### src/rtl/timer_seq_ctrl.sv
// Prescaled run/hold/done timer with one-shot or auto-reload operation.
// Limit and mode are captured on an accepted start and stay fixed until the next one.
module timer_seq_ctrl #(
    parameter int N   = 4,
    parameter int DIV = 1
) (
    input  logic         clk,
    input  logic         reset,
    input  logic         start,
    input  logic         stop,
    input  logic         pause,
    input  logic         periodic,
    input  logic [N-1:0] limit,
    output logic [N-1:0] count,
    output logic         tick,
    output logic         busy,
    output logic         done
);

    localparam int PW = (DIV > 1) ? $clog2(DIV) : 1;
    localparam logic [PW-1:0] PS_MAX = PW'(DIV - 1);

    typedef enum logic [1:0] {IDLE, RUN, HOLD, DONE} state_t;

    state_t        state_q, state_d;
    logic [N-1:0]  count_q, count_d;
    logic [N-1:0]  limit_q, limit_d;
    logic          periodic_q, periodic_d;
    logic [PW-1:0] ps_q, ps_d;
    logic          tick_q, tick_d;
    logic          busy_q, busy_d;
    logic          done_q, done_d;

    always_comb begin
        state_d    = state_q;
        count_d    = count_q;
        limit_d    = limit_q;
        periodic_d = periodic_q;
        ps_d       = ps_q;
        tick_d     = 1'b0;

        case (state_q)
            IDLE, DONE: begin
                if (stop) begin
                    state_d = IDLE;
                    count_d = '0;
                    ps_d    = '0;
                // A held pause also blocks a restart out of DONE.
                end else if (start && (limit != '0) && !((state_q == DONE) && pause)) begin
                    state_d    = RUN;
                    count_d    = '0;
                    ps_d       = '0;
                    limit_d    = limit;
                    periodic_d = periodic;
                end
            end
            RUN, HOLD: begin
                if (stop) begin
                    state_d = IDLE;
                    count_d = '0;
                    ps_d    = '0;
                end else if (pause) begin
                    state_d = HOLD;
                end else begin
                    // Leaving HOLD takes a step on the same cycle so pause delays by exactly its length.
                    state_d = RUN;
                    if (ps_q == PS_MAX) begin
                        ps_d = '0;
                        if (count_q != limit_q) begin
                            count_d = count_q + 1'b1;
                        end else begin
                            tick_d = 1'b1;
                            if (periodic_q) begin
                                count_d = '0;
                            end else begin
                                state_d = DONE;
                            end
                        end
                    end else begin
                        ps_d = ps_q + 1'b1;
                    end
                end
            end
            default: begin
                state_d = IDLE;
                count_d = '0;
                ps_d    = '0;
            end
        endcase

        busy_d = (state_d == RUN) || (state_d == HOLD);
        done_d = (state_d == DONE);
    end

    always_ff @(posedge clk or posedge reset) begin
        if (reset) begin
            state_q    <= IDLE;
            count_q    <= '0;
            limit_q    <= '0;
            periodic_q <= 1'b0;
            ps_q       <= '0;
            tick_q     <= 1'b0;
            busy_q     <= 1'b0;
            done_q     <= 1'b0;
        end else begin
            state_q    <= state_d;
            count_q    <= count_d;
            limit_q    <= limit_d;
            periodic_q <= periodic_d;
            ps_q       <= ps_d;
            tick_q     <= tick_d;
            busy_q     <= busy_d;
            done_q     <= done_d;
        end
    end

    assign count = count_q;
    assign tick  = tick_q;
    assign busy  = busy_q;
    assign done  = done_q;

endmodule
### config.mk
export PLATFORM = sky130hd
export DESIGN_NAME = timer_seq_ctrl
export DESIGN_NICKNAME = d
export VERILOG_FILES = /design/src/rtl/timer_seq_ctrl.sv
export SDC_FILE = /design/constraint.sdc
export NUM_CORES = 1
export LEC_CHECK = 0
export ABC_AREA = 1
export CORE_MARGIN = 4
export CORE_UTILIZATION = 35
export CTS_CLUSTER_DIAMETER = 30
export DETAILED_ROUTE_END_ITERATION = 10
export REMOVE_ABC_BUFFERS = 1
export SYNTH_ARGS = -nofsm -noshare
export SYNTH_HDL_FRONTEND = slang
export SYNTH_SLANG_ARGS = --single-unit
### constraint.sdc
create_clock -name clk -period 1.9 [get_ports clk]
set_input_delay 0.57 -clock clk [delete_from_list [all_inputs] [get_ports clk]]
set_output_delay 0.57 -clock clk [all_outputs]
set_load 0.01 [all_outputs]
Word-level counts from Yosys, hierarchy flattened
Cells that the tools add are included.
{"block": "totals", "output_inout_bits": 7, "elab_cells": 61, "register_bits": 15, "in_bits": 10}
{"block": "op_classes", "n_eq_ne": 11, "n_mux": 27, "reduce_logical": 12, "n_addsub": 2, "bitwise_logic": 1}
{"cell": "2-to-1 mux 4 bit", "count": 7}
{"cell": "2-to-1 mux 2 bit", "count": 7}
{"cell": "2-to-1 mux 1 bit", "count": 10}
{"cell": "inequality test 3 bit (second input constant)", "count": 3}
{"cell": "== test 2 bit (second input constant)", "count": 4}
{"cell": "one-hot mux 4 bit (2 select lines)", "count": 1}
{"cell": "adder 4 x 1 -> 4 bit (second input constant)", "count": 1}
{"cell": "== test 2 x 1 -> 1 bit (second input constant)", "count": 2}
{"cell": "inequality test 4 bit", "count": 1}
{"cell": "inequality test 4 bit (second input constant)", "count": 1}
{"cell": "one-hot mux 2 bit (2 select lines)", "count": 1}
{"cell": "AND reduction 4 bit", "count": 1}
{"cell": "nonzero test 4 bit", "count": 1}
{"cell": "OR reduction 2 bit", "count": 2}
{"cell": "logical AND 1 bit", "count": 3}
{"cell": "AND reduction 3 bit", "count": 1}
{"cell": "zero test 2 bit", "count": 1}
{"cell": "one-hot mux 1 bit (2 select lines)", "count": 1}
{"cell": "AND reduction 2 bit", "count": 1}
{"cell": "adder 1 bit (second input constant)", "count": 1}
{"cell": "zero test 1 bit", "count": 1}
{"cell": "logical OR 1 bit", "count": 1}
{"cell": "NOT 1 bit", "count": 1}

Longest topological paths before layout
{"block": "depth", "ltp_word": 9, "depth_mapped": 9, "depth_no_buf": 9}

Worst setup path before layout
Ideal clock, no wire load.
{"block": "synth_path", "path_type": "reg-to-reg", "startpoint": "register state_q[0]", "endpoint": "register busy_q, in the netlist busy", "setup_slack_ps": 309, "required_ps": 1774, "period_less_slack_ps": 1591, "setup_ps": 126, "stages_incl_launch_ff": 9, "t_arrival_ps": 1465, "n_path_buf": 0, "path_cell_list": "dfrtp_1 > ha_1 > inv_2 > nand2_1 > a21oi_1 > a21oi_2 > nand2_4 > nor2_1 > ha_1"}
{"block": "synth_via", "elab_chain_cells": 9, "word_cells_on_any_way": 15, "classes_between": "eq/ne: 5; mux: 3; reduce/logical: 7"}
{"element": "start, declared", "line_no": "25", "rtl": "state_t state_q, state_d;"}
{"element": "start signal, assigned", "line_no": "106", "rtl": "state_q <= state_d;"}
{"element": "== test 2 bit", "line_no": "42, 49"}
{"element": "logical AND 1 bit", "line_no": "49", "rtl": "end else if (start && (limit != '0) && !((state_q == DONE) && pause)) begin"}
{"element": "zero test 1 bit", "line_no": "49"}
{"element": "logical AND 1 bit", "line_no": "49"}
{"element": "2-to-1 mux 2 bit", "line_no": "49"}
{"element": "2-to-1 mux 2 bit", "line_no": "44", "rtl": "if (stop) begin"}
{"element": "one-hot mux 2 bit (2 select lines) (*)", "line_no": "42", "rtl": "case (state_q)"}
{"element": "== test 2 x 1 -> 1 bit or == test 2 bit (tied branches)", "line_no": "91", "rtl": "busy_d = (state_d == RUN) || (state_d == HOLD);"}
{"element": "logical OR 1 bit (*)", "line_no": "91"}
{"element": "named net busy_d", "line_no": "31", "rtl": "logic busy_q, busy_d;"}
{"element": "end signal, assigned", "line_no": "112", "rtl": "busy_q <= busy_d;"}
{"element": "end, declared", "line_no": "31"}
Mark *: on every way through the listed nets, which the timed path passes. The rest lies on a longest branch.
A chain may end at the register's enable or synchronous reset.

Final worst setup path
{"block": "layout_path", "startpoint": "register count_q[1], in the netlist count[1]", "endpoint": "output port count[1]"}
{"element": "start, declared", "line_no": "26", "rtl": "logic [N-1:0] count_q, count_d;"}
{"element": "start signal, assigned", "line_no": "107", "rtl": "count_q <= count_d;"}
{"element": "end, declared", "line_no": "14", "rtl": "output logic [N-1:0] count,"}
No word-level cell between the ends.

==> metrics.md <==
| Metric | Value |
|---|---|
| Tcrit/Tclk final | `96.4%` |
| Gr usage total | `13.0%` |
| Yosys warns | `0` |
| Total power | `1.29 mW` |
| Post-detail-place hpwl | `1240 um` |
| Clk pwr share | `16.9%` |
| Seq/Total Area, Yosys | `47.4%` |
| Critical path cell sequence | `clkdlybuf4s50_1` |
| RD Place Congestion | `0.740` |
| Startpoint Class | `flop` |
| Mapped Cells | `95` |
| Post-DRT Antenna Nets | `0` |
| Cell family with most CP delay | `buffers and inverters` |
| Clock buffer depth | `2` |
| FP Rows | `16` |
| Synth unique cells | `16` |
| Via density | `4.52` |
| DRT iter0 DRCs | `8` |
| Post-Route WL | `1550 um` |
| PortBufs | `16` |
| Worst skew pair latency | `280 ps` |
| Max Freq | `0.546 GHz` |
| Max-slew violations | `0` |
| Final worst slack | `68.1 ps` |
| Status | `completed` |
| TritonCTS clock tree | `yes` |
| Rel. slew slack | `63.0%` |
| Critical path buffers and inverters | `1` |
| Area of the die | `2910 um^2` |
| Switching share of power | `39.8%` |
| CP max stage cell | `clkdlybuf4s50_1` |
| # setup viols final | `0` |
| TritonRoute pass-1 iters | `4` |
| PwrDens | `1270 nW/um^2` |
| Largest net degree at the start of global routing | `15` |
| Final Skew | `2.35 ps` |
| # nets final | `134` |
| P&R area growth vs syn | `36.5%` |
| Dominant cells by area after synthesis | `dfrtp_1 47%, nand2_1 15%, nor2_1 6.1%, nand3_1 5.4%, ha_1 5.1%` |
| Worst vdd ir | `0.588 mV` |
| Fin crit period | `1830 ps` |
| Initial antenna violation count | `0` |
| Synthesized area per cell | `7.78 um^2` |
| Worst stage delay on the critical path | `550 ps` |
| Die Y | `54.0 um` |
| RSZ-0062 raised after global routing | `no` |
| Worst EP required | `1330 ps` |
| Antenna fix cells | `0` |
| Synth top area share | `47.4%` |
| Crit end category | `output port` |
| Initial core utilization | `37.3%` |
| Post-route DRC | `0` |
| Switching Power | `0.512 mW` |
| Min-Delay Path Class | `flop to flop` |
| Total gr overflow | `0` |
| CTS Hold Bufs | `0` |
| Max-cap violations | `0` |
| LEAKAGE | `0.492 nW` |
| Clock Pin Slew Worst Setup and Hold Paths | `80 ps` |
| Fin. Hold Viols | `0` |
| Num CTS Buffers | `3` |
| Vias in the first global route | `637` |
| Number of synthesized register bits | `14` |
| Worst-path maximum fanout | `6` |
| Part of the power in registers | `35.2%` |
| Drt wl/cell | `10.6 um` |
| Root buffer cell | `clkbuf_4` |
| Arr. time, crit path | `1260 ps` |
| Slew @ Worst Pin | `554 ps` |
| Kind of critical path | `flop to output port` |
| Mapped Area | `739 um^2` |
| H-tree Lvls | `1` |
| Die W | `54.0 um` |
| Library cell with the largest summed area after synthesis | `dfrtp_1` |
| CTS sink count | `14` |
| Pre-CTS worst setup slack | `-54.1 ps` |
| Fill count | `200` |
| Final core occ | `50.9%` |
| Placeable Area | `1980 um^2` |
| Vias | `664` |
| Number of top-level pins | `17` |
| Combinational Power Share | `47.9%` |
| First-pass GRT wire length | `2650 um` |
| P_int | `0.773 mW` |
| Layout cell share with drive strength beyond 1 | `16.7%` |
==> cells by family after synthesis <==
logic type	share of synthesized area, %
AOI/OAI and AO/OA	5.24
xor gates and xnor gates	2.37
adders and majority gates	5.08
buffers and inverters	7.11
DFF	47.4
and+or+nand+nor	32.8
==> routing by layer <==
metal	wire, um	track usage (%)	up-vias
li1	-	-	340
met3	86	5.82	2
met4	10	3.83	0
met5	0	0	-
met1	695	16.0	308
met2	761	20.4	14
==> final cells by class <==
cell class	instances	area, um^2	area share (%)
clock buffer	4	36.3	3.59
multi-input combinational	67	337	33.3
timing repair buffer	21	198	19.6
tap	27	33.8	3.35
inverter	14	52.6	5.20
sequential	14	353	34.9
==> synth_stat cells <==
cell type / number
a21oi_1: 1
a21oi_2: 1
clkinv_1: 1
dfrtp_1: 14
ha_1: 3
inv_1: 10
inv_2: 3
nand2_1: 30
nand2_4: 2
nand3_1: 8
nand3_2: 1
nor2_1: 12
nor2_2: 2
o21ai_0: 5
xnor2_1: 1
xor2_1: 1
==> metrics by stage <==
| step | instance area (um^2) | cells | TNS [ps] | hold slack, ps |
|---|---|---|---|---|
| after detailed placement | 956 | 141 | -60.7 | 552 |
| after global routing | 1010 | 147 | 0 | 601 |
| final | 1010 | 147 | 0 | 558 |
| after floorplan | 739 | 95 | 0 | 459 |
| after CTS | 995 | 145 | 0 | 574 |
| after global placement | 956 | 141 | -24.3 | 528 |
==> placed cells by master (no fill, tap or decap) <==
master | netlist | routed
xor2_1 | 1 | 1
a21oi_1 | 1 | 1
clkbuf_4 | 0 | 3
xnor2_1 | 1 | 1
nor2_1 | 12 | 12
o21ai_0 | 5 | 5
inv_2 | 3 | 3
buf_4 | 0 | 5
dfrtp_2 | 0 | 2
nand2_1 | 30 | 30
nand2_4 | 2 | 2
nand3_1 | 8 | 8
nand3_2 | 1 | 1
inv_1 | 10 | 10
clkbuf_8 | 0 | 1
ha_1 | 3 | 3
a21oi_2 | 1 | 1
dfrtp_1 | 14 | 12
clkdlybuf4s50_1 | 0 | 16
nor2_2 | 2 | 2
clkinv_1 | 1 | 1
==> registers in the layout, indices dropped and copies added, names as in the netlist <==
| name | count |
|---|---|
| done | 1 |
| busy | 1 |
| limit_q | 4 |
| count | 4 |
| tick | 1 |
| state_q | 2 |
| periodic_q | 1 |
==> repair_timing <==
action / 4_1_cts / 5_1_grt
setup endpoints to repair: 2 / 2
pin swaps: 0 / 0
resized for setup: 2 / 0
buffers inserted: 0 / 2
==> worst paths after layout <==
path	startpoint	endpoint	slack, ps	cells after the start
setup / recovery	count[1]$_DFFE_PP0P_	count[1]	70	1
hold / removal	state_q[1]$_DFF_PP0_	state_q[1]$_DFF_PP0_	560	2
setup reg to reg	state_q[0]$_DFF_PP0_	busy$_DFF_PP0_	260	7
hold reg to reg	state_q[1]$_DFF_PP0_	state_q[1]$_DFF_PP0_	560	2
max in group asynchronous	reset	count[2]$_DFFE_PP0P_	870	2
min in group asynchronous	reset	limit_q[0]$_DFFE_PP0P_	630	2
==> power by group through the flow <==
stage	Combinational, mW	Clock (mW)	Sequential (mW)
4_1_cts	0.627	0.230	0.455
6_report	0.616	0.217	0.453
3_3_place_gp	0.607	0	0.456
3_5_place_dp	0.621	0	0.461
5_1_grt	0.700	0.243	0.465
2_1_floorplan	0.391	0	0.473
No activity file was read; power rests on OpenSTA's default activity.
